### src/rtl/vld_cpu86_exec_trace_buffer.sv
// rtl/vld_cpu86_exec_trace_buffer.sv - filtered, sequence-numbered trace buffer for cpu86 exec snapshots
// Optional VLD_TRACE_TIMESTAMP_EN appends a 32-bit cycle stamp as the MSBs of out_entry.
module vld_cpu86_exec_trace_buffer #(
   parameter int DEPTH = 16,
   parameter int REG_W = 16,
   parameter int OP_W  = 5,
`ifdef VLD_TRACE_TIMESTAMP_EN
   localparam int TS_W = 32,
`else
   localparam int TS_W = 0,
`endif
   localparam int AW      = $clog2(DEPTH),
   localparam int ENTRY_W = TS_W + OP_W + 12 + 11*REG_W
) (
   input  logic                 clk,
   input  logic                 reset,
   input  logic                 clear,
   input  logic                 enable,
   input  logic                 mode,
   input  logic [2**OP_W-1:0]   op_mask,
   input  logic                 in_valid,
   input  logic [OP_W-1:0]      in_op,
   input  logic [3:0]           in_code,
   input  logic [REG_W-1:0]     in_cs,
   input  logic [REG_W-1:0]     in_ip,
   input  logic [REG_W-1:0]     in_fl,
   input  logic [8*REG_W-1:0]   in_regs,
   input  logic [3:0]           in_sreg,
   input  logic [3:0]           in_dreg,
   output logic                 out_valid,
   input  logic                 out_ready,
   output logic [15:0]          out_seq,
   output logic [ENTRY_W-1:0]   out_entry,
   output logic [AW:0]          count,
   output logic [15:0]          drop_cnt
);

   localparam int D_W = 16 + ENTRY_W;

   logic [D_W-1:0]     mem_q [DEPTH];
   logic [AW-1:0]      wr_ptr_q, rd_ptr_q;
   logic [AW:0]        count_q, count_d;
   logic [15:0]        seq_q, drop_q;
   logic               out_valid_q;
   logic [15:0]        out_seq_q;
   logic [ENTRY_W-1:0] out_entry_q;
   logic [ENTRY_W-1:0] sample;

`ifdef VLD_TRACE_TIMESTAMP_EN
   logic [31:0] ts_q;
   assign sample = {ts_q, in_op, in_code, in_cs, in_ip, in_regs, in_fl, in_sreg, in_dreg};
`else
   assign sample = {in_op, in_code, in_cs, in_ip, in_regs, in_fl, in_sreg, in_dreg};
`endif

   logic accept, load_slot, empty, full, pop, bypass, push;
   logic write_en, overwrite, drop, rd_adv;

   assign accept    = in_valid & enable & op_mask[in_op] & ~clear;
   assign load_slot = ~out_valid_q | out_ready;
   assign empty     = (count_q == '0);
   assign full      = (count_q == (AW+1)'(DEPTH));
   assign pop       = load_slot & ~empty & ~clear;
   // Bypass whenever the output slot frees up with nothing queued, so a
   // streaming consumer sees one entry per cycle without touching the RAM.
   assign bypass    = load_slot & empty & accept;
   assign push      = accept & ~bypass;
   assign overwrite = push & full & ~pop & mode;
   assign drop      = push & full & ~pop & ~mode;
   assign write_en  = push & ~drop;
   assign rd_adv    = pop | overwrite;

   always_comb begin
      count_d = count_q;
      if (write_en & ~overwrite & ~pop)
         count_d = count_q + (AW+1)'(1);
      else if (pop & ~write_en)
         count_d = count_q - (AW+1)'(1);
   end

   always_ff @(posedge clk) begin
      if (write_en)
         mem_q[wr_ptr_q] <= {seq_q, sample};
   end

   always_ff @(posedge clk or posedge reset) begin
      if (reset) begin
         wr_ptr_q    <= '0;
         rd_ptr_q    <= '0;
         count_q     <= '0;
         seq_q       <= '0;
         drop_q      <= '0;
         out_valid_q <= 1'b0;
         out_seq_q   <= '0;
         out_entry_q <= '0;
`ifdef VLD_TRACE_TIMESTAMP_EN
         ts_q        <= '0;
`endif
      end else if (clear) begin
         wr_ptr_q    <= '0;
         rd_ptr_q    <= '0;
         count_q     <= '0;
         seq_q       <= '0;
         drop_q      <= '0;
         out_valid_q <= 1'b0;
         out_seq_q   <= '0;
         out_entry_q <= '0;
`ifdef VLD_TRACE_TIMESTAMP_EN
         ts_q        <= '0;
`endif
      end else begin
`ifdef VLD_TRACE_TIMESTAMP_EN
         ts_q <= ts_q + 32'd1;
`endif
         if (accept)
            seq_q <= seq_q + 16'd1;
         if ((drop | overwrite) && drop_q != 16'hFFFF)
            drop_q <= drop_q + 16'd1;
         if (write_en)
            wr_ptr_q <= wr_ptr_q + AW'(1);
         if (rd_adv)
            rd_ptr_q <= rd_ptr_q + AW'(1);
         count_q <= count_d;
         if (load_slot) begin
            if (pop) begin
               out_valid_q <= 1'b1;
               {out_seq_q, out_entry_q} <= mem_q[rd_ptr_q];
            end else if (bypass) begin
               out_valid_q <= 1'b1;
               out_seq_q   <= seq_q;
               out_entry_q <= sample;
            end else begin
               out_valid_q <= 1'b0;
            end
         end
      end
   end

   assign out_valid = out_valid_q;
   assign out_seq   = out_seq_q;
   assign out_entry = out_entry_q;
   assign count     = count_q;
   assign drop_cnt  = drop_q;

endmodule
### config.mk
export PLATFORM = sky130hd
export DESIGN_NAME = vld_cpu86_exec_trace_buffer
export DESIGN_NICKNAME = d
export VERILOG_FILES = /design/src/rtl/vld_cpu86_exec_trace_buffer.sv
export SDC_FILE = /design/constraint.sdc
export NUM_CORES = 2
export LEC_CHECK = 0
export CAP_MARGIN = 0
export CORE_MARGIN = 2
export CORE_UTILIZATION = 35
export DETAILED_ROUTE_END_ITERATION = 7
export PLACE_DENSITY = 0.53
export SLEW_MARGIN = 20
export SYNTH_ARGS = -nofsm -noshare
export SYNTH_HDL_FRONTEND = slang
export SYNTH_SLANG_ARGS = --single-unit
### constraint.sdc
create_clock -name clk -period 23.4 [get_ports clk]
set_input_delay 4.68 -clock clk [delete_from_list [all_inputs] [get_ports clk]]
set_output_delay 4.68 -clock clk [all_outputs]
set_load 0.02 [all_outputs]
==> results.md <==
- Total congestion overflow: 0
- Number of antenna violations at the first check in global routing: 44
- Antenna-violating nets left: 0
- Core Box Area: 389000 sq um
- Actual slew at the worst max-slew pin: 1300 ps
- Setup TNS Final: 0 ps
- Destination of the worst register-to-register timing path: out_entry[67]
- # IOs: roughly 460
- H-tree levels: 5
- EDFF count, synth: around 3300
- Start point of the critical path: in_op[2]
- YS warnings: 0
- Initial cell density of the core: approximately a third
- Cells along the critical path: clkdlybuf4s50_1 -> mux4_2 -> mux2i_1 -> a32oi_1 -> nand4_2 -> buf_4 -> a211o_1 -> nor3_1 -> and2_4 -> buf_4 -> buf_4 -> buf_4
- Commonest cells in the synthesized netlist: 3344 x sky130_fd_sc_hd__edfxtp_1, 1050 x sky130_fd_sc_hd__mux4_2, 255 x sky130_fd_sc_hd__dfrtp_1, 249 x sky130_fd_sc_hd__nor2_1, 244 x sky130_fd_sc_hd__clkbuf_1
- Post-Route WL: about 360 mm
- Max VDD drop: 91.9 uV
- Status: completed
- Min-delay worst type: reg -> reg
- Mean area per synthesized cell: 24.0 sq um
- CTS clk-pin slew, worst paths: 60 ps
- Sequential cell area in the final layout: 107000 sq um
- Worst setup skew after layout: 63.7 ps
- Distinct cell type count of the synthesized netlist: 48
- Via count of the first global-routing pass: 67600
- Vias per cell: 5.45
- CTS tree: done
- Leakage component of the power: 49.3 nW
- Max Clk Rate: 90.1 MHz
- Length of the first detailed-routing pass in iterations: 7
- Kind of cell with the highest combined delay on the critical path: buffers and inverters
- First-pass GRT wire length: 514 mm
- Row Count: 229
- Worst slew margin: 13.1%
- Most frequent cell after synthesis: sky130_fd_sc_hd__edfxtp_1
- Synth Flop Type: sky130_fd_sc_hd__edfxtp_1
- Overall die area: 395000 sq um
- Multi-input logic area: ~28000 sq um
- Clock latency at the later pin of the worst-skew pair: 960 ps
- Area leader, netlist: sky130_fd_sc_hd__edfxtp_1
- Fraction of final layout cells with drive strength greater than 1: a little over a quarter
- Compound-cell area share of the yosys netlist: 1.74%
- Synthesis-to-layout area growth: 17.4%
- Number of buffer and inverter stages on the critical path: 5
- Post-synthesis instance total: 5676
- Fraction of the yosys area taken by sequential cells: 78.3%
- Proportion of netlist area held by the largest area contributor: 73.7%
- Number of buffers on the longest clock path: 4
- Synthesized-area fraction occupied by xor and xnor cells: less than 1%
- Global router's overall resource usage: approximately 18%
- Maximum number of pins on one net before global-route repair: ~150
- Max_cap viols: 0
- Die Ht: 628 um
- Count of hold buffers inserted by post-cts repair: 0
- Arrival time worst endpoint: 11630 ps
- Synth async-reset ratio: under 10%
- Number of cell instances on the worst register-to-register path: 8
- DRC violations left: 0
- Dominant combinational cell family by area after synthesis: multiplexers
- Hold Fails Final Rpt: 0
- Critical path capture point: mem_q[10][158]
- Clock buffer count from CTS: 384
- Total of buffers placed on input and output ports: 462
- Placer congestion estimate: 0.722
- Final period util: 47.4%
- Number of buffers inserted to repair setup after CTS: 0
- Count of vias placed by the detailed router: 64500
- Cell occurring most often along the worst timing path: sky130_fd_sc_hd__buf_4
- Net count reported at finish: around 6500
- Crit path time final: between 10000 and 15000 ps
- First-iteration detailed-routing DRC count: approximately 7000
- Total nets after synthesis: 5920
- Slack of the worst reg-to-reg path: ~17000 ps
- Filler cells: 33700
- Total of endpoints with negative setup slack in the final report: 0
- CP endpoint kind: register
- Core occupancy in the finished layout: 41.2%
- Basic-gate share of the synthesized area counting and, or, nand and nor cells: under 10%
- Total number of clock tree sinks: 3599
- Clock root cell: sky130_fd_sc_hd__clkbuf_16
- Ranking of synthesized cells by area: sky130_fd_sc_hd__edfxtp_1 74%, sky130_fd_sc_hd__mux4_2 17%, sky130_fd_sc_hd__dfrtp_1 4.7%, sky130_fd_sc_hd__a222oi_1 1.5%, sky130_fd_sc_hd__nor2_1 0.69%
- DP HPWL: 191 mm
- Final Max Slew Viols: 0
- Post-synth design cell area: 136000 sq um
- Multiplexer area fraction after synthesis: 17.4%
- Flip-flop and latch count after synthesis: 3599
- Average detailed-routed wire length per instance: approximately 30 um
- Crit path launch type: input port
- Max incr delay on CP: between 1000 and 1500 ps
- Width of the die: 628 um
- Fraction of the mapped netlist area in adder cells: 0.116%
- Path length in cells of the critical path: 12
- Start of the worst register-to-register path: rd_ptr_q[0]
- Required time at the endpoint of the critical path: about 24000 ps
- Unrepaired setup endpoints after global routing: no
- Maximum net fanout on the critical path: 46
- Cell at the slowest stage of the critical path: sky130_fd_sc_hd__clkdlybuf4s50_1
- Power Density: 106 nW/um^2
- Crit path kind: in -> reg
- Resized cells post-CTS: 0
-- sequential cells by signal, summed over array words and instances (netlist names) --
signal     flops
mem_q       3344
out_entry    193
drop_cnt      16
out_seq       16
seq_q         16
count          5
rd_ptr_q       4
wr_ptr_q       4
out_valid      1
-- metal layers --
layer / global-route usage [%] / share of wire, % / wire, um / vias up
met5: 0 / 0.063 / 224 / -
met4: 3.97 / 2.1 / 7370 / 34
met3: 2.98 / 5.9 / 21100 / 495
met2: 29.9 / 50 / 178000 / 2065
met1: 24.7 / 42 / 152000 / 35900
li1: - / - / - / 26000
-- worst register-to-register path, stage by stage (launching register included) --
cell	delay (ps)
sky130_fd_sc_hd__dfrtp_4	1030
sky130_fd_sc_hd__buf_4	650
sky130_fd_sc_hd__buf_4	760
sky130_fd_sc_hd__buf_4	880
sky130_fd_sc_hd__buf_4	840
sky130_fd_sc_hd__mux4_2	770
sky130_fd_sc_hd__mux4_2	520
sky130_fd_sc_hd__a222oi_1	290
sky130_fd_sc_hd__nor2_1	90
-- metrics by stage --
step	hold WS [ps]	total power [mW]	instance area (sq um)	std cells	worst slack [ps]
6_report	545	16.9	160000	11800	12310
5_1_grt	573	17.6	160000	11800	11990
4_1_cts	551	17.2	160000	11800	11980
3_5_place_dp	536	11.1	147000	11100	11000
3_3_place_gp	532	11.1	147000	11100	11100
2_1_floorplan	518	9.78	136000	5676	-3700
-- kinds of logic (layout without fill, tap and decap cells) --
kind of cell	count (synthesis)	after routing
xor+xnor	26	26
fa+ha+maj	12	12
mux	1062	1062
flops	3599	3599
buf+inv	359	1319
other cells	0	6
compound gates	255	255
simple gates	363	363
-- how the worst min path moves through the flow --
stage                         from             end  slack (ps)  cells after the start
detailed placement  out_entry[188]  out_entry[188]         540                      2
global placement    out_entry[178]  out_entry[178]         530                      2
finish              out_entry[188]  out_entry[188]         550                      2
floorplan              wr_ptr_q[3]     wr_ptr_q[3]         520                      1
global route        out_entry[182]  out_entry[182]         570                      2
CTS                 out_entry[188]  out_entry[188]         550                      2
-- power breakdown --
part / total [mW] / switching [mW] / internal, mW / leakage [nW]
clock: 6.04 / 2.54 / 3.49 / 6.15
sequential: 7.37 / 0.180 / 7.19 / 33.7
combinational: 3.50 / 1.83 / 1.67 / 9.38
total: 16.9 / 4.55 / 12.4 / 49.3
-- placed cells by master (no fill, tap or decap), types with 12 or more instances in the layout --
cell	n
sky130_fd_sc_hd__clkinv_1	76
sky130_fd_sc_hd__nand2_1	12
sky130_fd_sc_hd__bufinv_16	31
sky130_fd_sc_hd__clkinv_2	70
sky130_fd_sc_hd__clkinvlp_4	15
sky130_fd_sc_hd__inv_1	15
sky130_fd_sc_hd__xnor2_1	22
sky130_fd_sc_hd__buf_12	18
sky130_fd_sc_hd__edfxtp_1	3344
sky130_fd_sc_hd__a222oi_1	209
sky130_fd_sc_hd__clkbuf_8	31
sky130_fd_sc_hd__a21oi_1	15
sky130_fd_sc_hd__clkdlybuf4s50_1	460
sky130_fd_sc_hd__dfrtp_1	251
sky130_fd_sc_hd__clkbuf_1	80
sky130_fd_sc_hd__nor2_1	248
sky130_fd_sc_hd__buf_4	98
sky130_fd_sc_hd__and2_4	12
sky130_fd_sc_hd__nand3_1	23
sky130_fd_sc_hd__nor3_1	12
sky130_fd_sc_hd__clkbuf_16	386
sky130_fd_sc_hd__mux4_2	1050
-- cell type report --
class,instances,share of cell area (%)
Antenna cell,6,0.00938
Clock buffer,497,6.49
Clock inverter,223,1.38
Inverter,16,0.0422
Multi-Input combinational cell,1718,17.6
Sequential cell,3599,66.7
Tap cell,5197,4.06
Timing Repair Buffer,583,3.63
Power figures use the tool's default switching activity.
